## config.mk

```make
export PLATFORM = sky130hd
export DESIGN_NAME = cdc_handshake_tx
export DESIGN_NICKNAME = d
export VERILOG_FILES = /design/src/rtl/cdc_handshake_tx_pkg.sv /design/src/rtl/cdc_handshake_tx_sync.sv /design/src/rtl/cdc_handshake_tx.sv
export SDC_FILE = /design/constraint.sdc
export NUM_CORES = 1
export LEC_CHECK = 0
export CAP_MARGIN = 20
export CORE_AREA = 2 2 75 91
export CTS_CLUSTER_DIAMETER = 50
export CTS_CLUSTER_SIZE = 28
export DETAILED_ROUTE_END_ITERATION = 6
export DIE_AREA = 0 0 77 93
export HOLD_SLACK_MARGIN = 0.02
export PLACE_DENSITY = 0.83
export SYNTH_ARGS = -nofsm -noshare
export SYNTH_HDL_FRONTEND = slang
export SYNTH_SLANG_ARGS = --single-unit
```

## constraint.sdc

```tcl
create_clock -name ck -period 1.9 [get_ports ck]
set_clock_uncertainty 0.15 [all_clocks]
set_input_delay 0.57 -clock ck [delete_from_list [all_inputs] [get_ports ck]]
set_output_delay 0.57 -clock ck [all_outputs]
set_load 0.1 [all_outputs]
```

## src/rtl/cdc_handshake_tx_pkg.sv

```systemverilog
// Shared definitions for the toggle-handshake CDC transmit/receive pair.
package cdc_handshake_tx_pkg;

  // Handshake FSM state encoding, shared with the matching receive block.
  localparam logic [1:0] IDLE     = 2'd0;
  localparam logic [1:0] SETUP    = 2'd1;
  localparam logic [1:0] WAIT_ACK = 2'd2;

  // Bits needed to hold values 0..max_val, never less than one bit.
  function automatic int unsigned cnt_width(input int unsigned max_val);
    int unsigned w;
    w = $clog2(max_val + 1);
    return (w < 1) ? 1 : w;
  endfunction

endpackage

```

## src/rtl/cdc_handshake_tx_sync.sv

```systemverilog
// Multi-flop synchronizer bringing an asynchronous signal into the ck domain.
module cdc_handshake_tx_sync #(
  parameter int unsigned D_WIDTH = 1,
  parameter int unsigned SYNC_FF = 2
) (
  input  logic               ck,
  input  logic               rn,
  input  logic [D_WIDTH-1:0] d,
  output logic [D_WIDTH-1:0] q
);

  logic [SYNC_FF-1:0][D_WIDTH-1:0] sr;

  // Shift the asynchronous input through SYNC_FF flops; oldest stage is the output.
  always_ff @(posedge ck) begin
    if (!rn) begin
      sr <= '0;
    end else begin
      sr <= {sr[SYNC_FF-2:0], d};
    end
  end

  assign q = sr[SYNC_FF-1];

endmodule

```

## src/rtl/cdc_handshake_tx.sv

```systemverilog
// Source-domain end of a toggle-handshake CDC: holds a word on tx_data,
// toggles tx_req after a setup delay and waits for the returned ack toggle.
module cdc_handshake_tx
  import cdc_handshake_tx_pkg::*;
#(
  parameter int unsigned D_WIDTH     = 64,
  parameter int unsigned SYNC_FF     = 2,
  parameter int unsigned SETUP_CYC   = 1,
  parameter int unsigned TIMEOUT_CYC = 0
) (
  input  logic               ck,
  input  logic               rn,
  input  logic [D_WIDTH-1:0] s_data,
  input  logic               s_valid,
  output logic               s_ready,
  output logic [D_WIDTH-1:0] tx_data,
  output logic               tx_req,
  input  logic               rx_ack,
  output logic               busy,
  output logic               timeout_err,
  input  logic               err_clr
);

  localparam int unsigned SETUP_W = cnt_width(SETUP_CYC);
  localparam int unsigned TO_W    = cnt_width(TIMEOUT_CYC);
  localparam bit          TO_EN   = (TIMEOUT_CYC != 0);
  localparam logic [SETUP_W-1:0] SETUP_LOAD = SETUP_W'(SETUP_CYC - 32'd1);
  localparam logic [TO_W-1:0]    TO_LAST    = TO_W'(TO_EN ? TIMEOUT_CYC - 32'd1 : 32'd0);

  logic [1:0]         state;
  logic [1:0]         state_nxt;
  logic [D_WIDTH-1:0] data_nxt;
  logic               req_nxt;
  logic [SETUP_W-1:0] setup_cnt;
  logic [SETUP_W-1:0] setup_cnt_nxt;
  logic [TO_W-1:0]    to_cnt;
  logic [TO_W-1:0]    to_cnt_nxt;
  logic               err_nxt;
  logic               to_hit;
  logic               ack_s;

  // Bring the asynchronous acknowledge toggle into the ck domain.
  cdc_handshake_tx_sync #(
    .D_WIDTH (1),
    .SYNC_FF (SYNC_FF)
  ) u_ack_sync (
    .ck (ck),
    .rn (rn),
    .d  (rx_ack),
    .q  (ack_s)
  );

  // Handshake decode straight from registers (plus reset gating on ready).
  assign s_ready = (state == IDLE) && rn;
  assign busy    = (state != IDLE);

  // Next-state logic: accept, setup countdown, then wait for the matching ack parity.
  always_comb begin
    state_nxt     = state;
    data_nxt      = tx_data;
    req_nxt       = tx_req;
    setup_cnt_nxt = setup_cnt;
    to_cnt_nxt    = to_cnt;
    to_hit        = 1'b0;
    case (state)
      IDLE: begin
        if (s_valid && s_ready) begin
          data_nxt      = s_data;
          setup_cnt_nxt = SETUP_LOAD;
          state_nxt     = SETUP;
        end
      end
      SETUP: begin
        if (setup_cnt != '0) begin
          setup_cnt_nxt = setup_cnt - SETUP_W'(1);
        end else begin
          req_nxt    = ~tx_req;
          to_cnt_nxt = '0;
          state_nxt  = WAIT_ACK;
        end
      end
      WAIT_ACK: begin
        // Timeout only flags; the block keeps waiting so toggle parity stays aligned.
        if (TO_EN && (to_cnt == TO_LAST)) begin
          to_hit = 1'b1;
        end
        if (ack_s == tx_req) begin
          state_nxt = IDLE;
        end else if (to_cnt != '1) begin
          to_cnt_nxt = to_cnt + TO_W'(1);
        end
      end
      default: begin
        state_nxt = IDLE;
      end
    endcase
    // A new timeout outranks a same-cycle clear.
    if (to_hit) begin
      err_nxt = 1'b1;
    end else if (err_clr) begin
      err_nxt = 1'b0;
    end else begin
      err_nxt = timeout_err;
    end
  end

  // State and datapath registers with synchronous active-low reset.
  always_ff @(posedge ck) begin
    if (!rn) begin
      state       <= IDLE;
      tx_data     <= '0;
      tx_req      <= 1'b0;
      setup_cnt   <= '0;
      to_cnt      <= '0;
      timeout_err <= 1'b0;
    end else begin
      state       <= state_nxt;
      tx_data     <= data_nxt;
      tx_req      <= req_nxt;
      setup_cnt   <= setup_cnt_nxt;
      to_cnt      <= to_cnt_nxt;
      timeout_err <= err_nxt;
    end
  end

endmodule

```

== Yosys cells after proc, flatten, opt, wreduce, memory -nomap -nowiden ==
Index checks and enable logic that the tools add are counted.
Word-level totals
  bits in registers: 70
  input bits: 69
  output and inout port bits: 68
  logic and storage cells: 31
Operators by class
  $add $sub $neg: 1
  equality and inequality tests: 6
  muxes and demuxes: 7
  bitwise logic cells: 2
  reduce and logical (&&, ||, !) cells: 9
Operator list (count)
  2-to-1 mux 2 bit: 3
  case mux 2 bit (3 select lines): 1
  AND reduction 2 bit: 3
  inequality test 2 bit, second input constant: 2
  nonzero test 2 bit: 2
  AND reduction 3 bit: 1
  equality test 2 x 1 -> 1 bit, second input constant: 1
  equality test 2 bit, second input constant: 1
  logical AND 1 bit: 2
  logical NOT 2 bit: 1
  2-to-1 mux 1 bit: 2
  inequality test 2 x 1 -> 1 bit, second input constant: 1
  inverter 1 bit: 2
  case mux 1 bit (2 select lines): 1
  equality test 1 bit: 1
  subtractor 1 bit, second input constant: 1

== Longest topological paths before layout ==
Gate-level depths: netlist of the first run.
  depth in word-level cells: 5
  gate-level depth with buffers: 6
  gate-level depth less buffers: 3

== Modules after synthesis ==
A second synthesis of the first run with hierarchy kept.
Unflattened totals
  cell total of the unflattened synthesis: 304
  area total of the unflattened synthesis: 2516.2 um^2
Modules (own cells, without submodules)
  cdc_handshake_tx: instances 1, cells each 300, area an instance 2463.6 um^2, seq. area each 1341.3 um^2
  cdc_handshake_tx_sync: instances 1, cells each 4, area an instance 52.6 um^2, seq. area each 40.0 um^2

== Least setup slack after synthesis of the first run ==
OpenSTA, ideal clock, no wires.
  kind: input to output
  start: input rn
  end: output s_ready
  data arrival time: 2237 ps
  data required time: 1180 ps
  path slack: -1057 ps
  cell stages on the path: 4
  buffers on the path: 2
  cell sequence: clkbuf_1 buf_2 inv_1 nor2_1
On the way
  cells in the longest elaborated chain, start to end: 1
RTL lines
  start: declaration: line cdc_handshake_tx.sv:12  | input logic rn,
  logical AND 1 bit: line cdc_handshake_tx.sv:54  | assign s_ready = (state == IDLE) && rn;
  end: declaration: line cdc_handshake_tx.sv:15  | output logic s_ready,
No other way between the ends.

== Worst setup path in the final report of the first run ==
  start: register state[0]
  end: output s_ready
On the way
  cells in the longest elaborated chain, start to end: 2
RTL lines
  start: declaration: line cdc_handshake_tx.sv:30  | logic [1:0] state;
  start signal: assignment: line cdc_handshake_tx.sv:117  | state <= state_nxt;
  logical NOT 2 bit: line cdc_handshake_tx.sv:54
  logical AND 1 bit: line cdc_handshake_tx.sv:54
No other way between the ends.

==> results.json, run 1 <==
{
  "finalSetupViolations": 1,
  "synth_edf_count": 0,
  "synth_nets": 374,
  "antenna_found_initial": 0,
  "min_to": "u_ack_sync.q",
  "violations": "setup timing",
  "cts_tree": "built",
  "holdCritPathClass": "reg2reg",
  "rsz0062_at_grt": "yes",
  "viasPerCell": 4.87,
  "netlist_instances": 305,
  "drt_first_pass_iters": 4,
  "dp_slack_ns": -0.183,
  "syn_area_per_cell_sq_um": 8.33,
  "cts.path.max_buffers": 2,
  "use_met3": 0.0763,
  "hp-start": "u_ack_sync.sr[0]",
  "finalWirelength_mm": 7.30,
  "clkLatencyLatePin_ns": 0.32,
  "core_area_sq_um": 6330,
  "grt-ovfl-total": 0,
  "drt-initial-drc-count": 105,
  "p_leak_nw": 1.85,
  "cts_buffers": 9,
  "final_common_cell": "buf_12",
  "synthDominantCellAreaShare": 0.544,
  "postCtsHoldBufs": 0,
  "status": "finished with violations",
  "synth_ff_type": "dfxtp_1",
  "worstPathRequired_ns": 1.18,
  "worst-path-max-fanout": 2,
  "ios": 137,
  "grt_pass1_wl_mm": 11.8,
  "vias": 2544,
  "mostFrequentLayoutCells": "buf_12 (72), dfxtp_1 (67), clkdlybuf4s50_1 (66)",
  "path_clk_slew_ns": 0.07,
  "crit_type": "reg2out",
  "fillers": 428,
  "dpl.hpwl_mm": 5.52,
  "met1_usage": 0.219,
  "end_kind": "primary output",
  "worstHoldPathCells": 1,
  "rows": 32,
  "die_w_microns": 77,
  "die-area_sq_um": 7160,
  "ys_seq_area_frac": 0.544,
  "grt_max_degree": 131,
  "met2_usage": 0.370,
  "antenna_cells": 0,
  "grt-busiest-layer": "met2",
  "crit_arrival_ns": 1.23,
  "gp_congestion": 0.757,
  "tightest_slew_ns": 0.524,
  "synthTopCellsByArea": "dfxtp_1 (54%), nand3_1 (13%), o21ai_0 (12%)",
  "post-route-min-period_ns": 1.95,
  "yosys_warnings": 0,
  "rrSetupSlack_ns": 0.39,
  "ant_nets": 0,
  "die_h_microns": 93,
  "gr-usage-all-layers": 0.207,
  "netlist_area_sq_um": 2540,
  "async_flop_share": 0,
  "r2r-end": "tx_data[29]",
  "drv_cap": 0,
  "fmax_mhz": 512,
  "portBuffers": 134,
  "hold_viol_final": 0,
  "synth-seq-cells": 69,
  "p_total_mw": 4.29,
  "drc": 0,
  "start_kind": "flip-flop",
  "r2r_start": "state[1]",
  "final_nets": 503,
  "cts_max_level": 3,
  "slew_violations": 0,
  "finalCritPeriodShare": 1.03,
  "wl_per_cell_microns": 14.0,
  "synth.distinct_cells": 21,
  "peakVddDrop_mv": 0.652,
  "relSlewSlack": 0.651,
  "power.density_nw_per_um2": 886,
  "drive_gt1_frac": 0.233,
  "reg2regPathDepth": 6,
  "synthToLayoutAreaGrowth_pct": 90.6,
  "clkSinkCount": 69,
  "yosys.area.top_type": "dfxtp_1",
  "grt_pass1_vias": 2470,
  "fin_ws_ns": -0.0540,
  "start_util": 0.402,
  "clockRootBuffer": "clkbuf_8"
}
per-stage QoR:
stage          hold slack (ns)  area, sq um   util  instances  TNS, ns
5_1_grt                  0.304         4840  0.766        522   -0.101
6_report                 0.284         4840  0.766        522  -0.0540
3_3_place_gp             0.266         4640  0.733        506    -5.48
3_5_place_dp             0.272         4640  0.733        506    -8.04
4_1_cts                  0.289         4840  0.766        522  -0.0760
2_1_floorplan            0.262         2570      -        305   -0.122
cells in the mapped netlist, drive strengths merged, types with 2 or more instances:
| cell | instances |
|---|---|
| nand3 | 64 |
| buf | 19 |
| clkbuf | 11 |
| and2 | 3 |
| nand2 | 64 |
| nor2 | 2 |
| o21ai | 64 |
| dfxtp | 69 |
| xor2 | 2 |
state kept, by name, indices dropped and copies added, names as in the netlist:
register / flops
tx_data: 64
tx_req: 1
u_ack_sync.sr: 1
u_ack_sync.q: 1
state: 2
logic make-up (layout without fill, tap and decap cells):
logic type / Yosys count / count (layout) / share of synthesized area
xor gates and xnor gates: 2 / 2 / 0.00689
and+or+nand+nor: 137 / 137 / 0.244
AOI/OAI and AO/OA: 65 / 65 / 0.128
DFF: 69 / 69 / 0.544
other: 1 / 1 / 0.00148
buffers and inverters: 31 / 163 / 0.0763
worst max-delay path by stage:
stage / endpoint / cells after the start / startpoint
after floorplan: s_ready / 4 / rn
after global placement: tx_data[61] / 6 / s_valid
after detailed placement: tx_data[29] / 6 / s_valid
after CTS: s_ready / 3 / state[0]
after global routing: s_ready / 3 / state[0]
final: s_ready / 3 / state[0]
worst max-delay path, stage by stage (launching register included):
cell     delay [ns]
dfxtp_4        0.34
or2_4          0.27
nor2_4         0.11
buf_12         0.18
layer usage:
metal / up-vias / share of wire
li1: 1281 / -
met1: 1152 / 0.38
met2: 94 / 0.53
met3: 17 / 0.071
met4: 0 / 0.024
met5: - / 0
what timing repair did:
item | CTS | global route
buffers inserted | 2 | 0
pin swaps | 2 | 0
gates resized for setup | 4 | 0
hold endpoints to repair | 0 | 0
setup endpoints to repair | 1 | 1
power breakdown:
part           total (mW)  internal (mW)  switching (mW)
registers            1.65           1.55           0.104
clock network        1.09          0.601           0.490
logic                1.55          0.592           0.957
area by class of cell:
cell class	count	area [sq um]	area share
Timing Repair Buffer	148	2180	0.449
Sequential cell	69	1390	0.287
Multi-Input combinational cell	205	982	0.203
Clock buffer	13	179	0.0369
Tap cell	85	106	0.0220
Inverter	1	6.26	0.00129
Clock inverter	1	5.00	0.00103
(Power assumes the default switching activity.)
==> inputs of run 2 (changes only) <==
--- a/config.mk
+++ b/config.mk
@@ -6,13 +6,12 @@
 export NUM_CORES = 1
 export LEC_CHECK = 0
 export CAP_MARGIN = 20
-export CORE_AREA = 2 2 75 91
+export CORE_AREA = 2 2 96 98
 export CTS_CLUSTER_DIAMETER = 50
 export CTS_CLUSTER_SIZE = 28
 export DETAILED_ROUTE_END_ITERATION = 6
-export DIE_AREA = 0 0 77 93
+export DIE_AREA = 0 0 98 100
 export HOLD_SLACK_MARGIN = 0.02
-export PLACE_DENSITY = 0.83
 export SYNTH_ARGS = -nofsm -noshare
 export SYNTH_HDL_FRONTEND = slang
 export SYNTH_SLANG_ARGS = --single-unit
==> run 2 against run 1 <==
The flow still finishes with violations (setup timing). Clock power grew 21%. Design area shrank 0.54%. Via count shrank 5.0%. Global-route usage shrank 7.4 points. Cell count grew 3.6%. Non-clock buffer count shrank 9. Total power grew 4.1%. Critical endpoint unchanged. Largest power group unchanged. Highest routed layer unchanged.
==> results.json, run 2 (synthesized netlist as in run 1, its figures left out) <==
{
  "r2r_start": "state[0]",
  "status": "finished with violations",
  "clockRootBuffer": "clkbuf_8",
  "die_h_microns": 100,
  "gp_congestion": 0.733,
  "die_w_microns": 98,
  "ant_nets": 0,
  "mostFrequentLayoutCells": "buf_12 (70), dfxtp_1 (67), clkdlybuf4s50_1 (66)",
  "end_kind": "primary output",
  "path_cells": "or2_4, nor2_4, buf_12",
  "worst-path-max-fanout": 2,
  "worstHoldPathCells": 1,
  "crit_path_top_delay_cell": "dfxtp_4",
  "worstPathRequired_ns": 1.18,
  "final_common_cell": "buf_12",
  "cts.path.max_buffers": 2,
  "largest_register": "tx_data",
  "finalSetupTns_ns": -0.0539,
  "rows": 35,
  "drt-initial-drc-count": 67,
  "antenna_cells": 0,
  "slowest_delay_ns": 0.34,
  "antenna_found_initial": 0,
  "drive_gt1_frac": 0.221,
  "hp-start": "u_ack_sync.sr[0]",
  "rsz0062_at_grt": "yes",
  "post-route-min-period_ns": 1.95,
  "core_area_sq_um": 8890,
  "grt_pass1_vias": 2214,
  "start_util": 0.286,
  "path_clk_slew_ns": 0.07,
  "viasPerCell": 4.47,
  "clkSinkCount": 69,
  "wl_per_cell_microns": 12.0,
  "peakVddDrop_mv": 0.423,
  "top_regs": "tx_data: 64 flops, state: 2 flops",
  "cts_buffers": 9,
  "grt_pass1_wl_mm": 10.4,
  "vias": 2418,
  "postCtsHoldBufs": 0,
  "synthToLayoutAreaGrowth_pct": 89.6,
  "relSlewSlack": 0.637,
  "violations": "setup timing",
  "dpl.hpwl_mm": 4.47,
  "cts_tree": "built",
  "finalSetupViolations": 1,
  "crit_arrival_ns": 1.23,
  "rrSetupSlack_ns": 0.38,
  "final_nets": 494,
  "postLayoutCoreUtil": 0.542,
  "cts_max_level": 3,
  "tightest_slew_ns": 0.544,
  "slew_violations": 0,
  "ios": 137,
  "portBuffers": 134,
  "grt-ovfl-total": 0,
  "power.density_nw_per_um2": 927,
  "fin_ws_ns": -0.0539,
  "finalWirelength_mm": 6.50,
  "cp.depth": 3,
  "holdCritPathClass": "reg2reg",
  "clkLatencyLatePin_ns": 0.34,
  "hold_viol_final": 0,
  "crit_type": "reg2out",
  "p_total_mw": 4.46,
  "p_leak_nw": 1.81,
  "cp-startpoint": "state[0]",
  "reg2regPathDepth": 5,
  "path_buf_inv": 1,
  "drv_cap": 0,
  "drt_first_pass_iters": 4,
  "die-area_sq_um": 9800,
  "fmax_mhz": 512,
  "finalCritPeriodShare": 1.03,
  "drc": 0,
  "start_kind": "flip-flop",
  "grt_max_degree": 131,
  "critical_path.top_delay_family": "simple AND/OR/NAND/NOR gates",
  "largest_register_ffs": 64,
  "gr-usage-all-layers": 0.132,
  "dp_slack_ns": -0.219
}
run 2: cell types whose count changed in the layout (fill, tap and decap cells not counted):
cell and delta:
clkinv_2 +1, clkbuf_8 -4, clkinv_4 +1, inv_6 +2, buf_4 -7, dfxtp_4 -1, bufinv_16 +2, dfxtp_2 +1
buf_12 -2
run 2: power breakdown:
part	internal (mW)	leakage (nW)	total (mW)	switching [mW]
clock network	0.745	0.114	1.32	0.571
logic	0.562	1.13	1.50	0.938
registers	1.55	0.568	1.65	0.100
run 2: area by class of cell:
class                   instances  area [sq um]
clock buffers                   9           124
clock inverters                 7          96.3
fillers                       790          4070
inverters                       1          6.26
multi-input cells             205           982
flip-flops and latches         69          1390
well taps                     111           139
repair buffers                139          2080
run 2: metrics by stage:
stage	hold slack, ns	area, sq um	std cells
floorplan	0.262	2570	305
global placement	0.265	4580	523
detailed placement	0.274	4580	523
CTS	0.293	4820	541
global route	0.321	4820	541
finish	0.288	4820	541
run 2: path summary, 6_finish.rpt:
kind | end
worst max-delay path | s_ready
worst min-delay path | u_ack_sync.q
worst max register to register | tx_data[63]
worst min register to register | u_ack_sync.q
run 2: repair_timing:
action                                  4_1_cts  5_1_grt
buffers inserted                              2        0
resized for setup                             3        0
endpoints found under the hold margin         0        0
endpoints found under the setup margin        2        1
pin swaps                                     1        0
run 2: worst register-to-register path: cells and delay by family (launching register included):
| family | cells | cell delay [ns] |
|---|---|---|
| AOI/OAI and AO/OA | 1 | 0.11 |
| buffers and inverters | 2 | 0.42 |
| DFF | 1 | 0.34 |
| and+or+nand+nor | 2 | 0.41 |
run 2: metal layers:
metal	vias up	track usage	routed length (microns)	share of wire
li1	1259	-	-	-
met1	1065	0.156	2750	0.42
met2	83	0.208	3030	0.47
met3	11	0.0641	622	0.096
met4	0	0.0513	93	0.014
met5	-	0	0	0
==> inputs of run 3 (changes only) <==
--- a/config.mk
+++ b/config.mk
@@ -5,6 +5,7 @@
 export SDC_FILE = /design/constraint.sdc
 export NUM_CORES = 1
 export LEC_CHECK = 0
+export ABC_CLOCK_PERIOD_IN_PS = 1900
 export CAP_MARGIN = 20
 export CORE_AREA = 2 2 96 98
 export CTS_CLUSTER_DIAMETER = 50
==> results of run 3 <==
Final layout, timing and power as in run 2 (identical DEF).
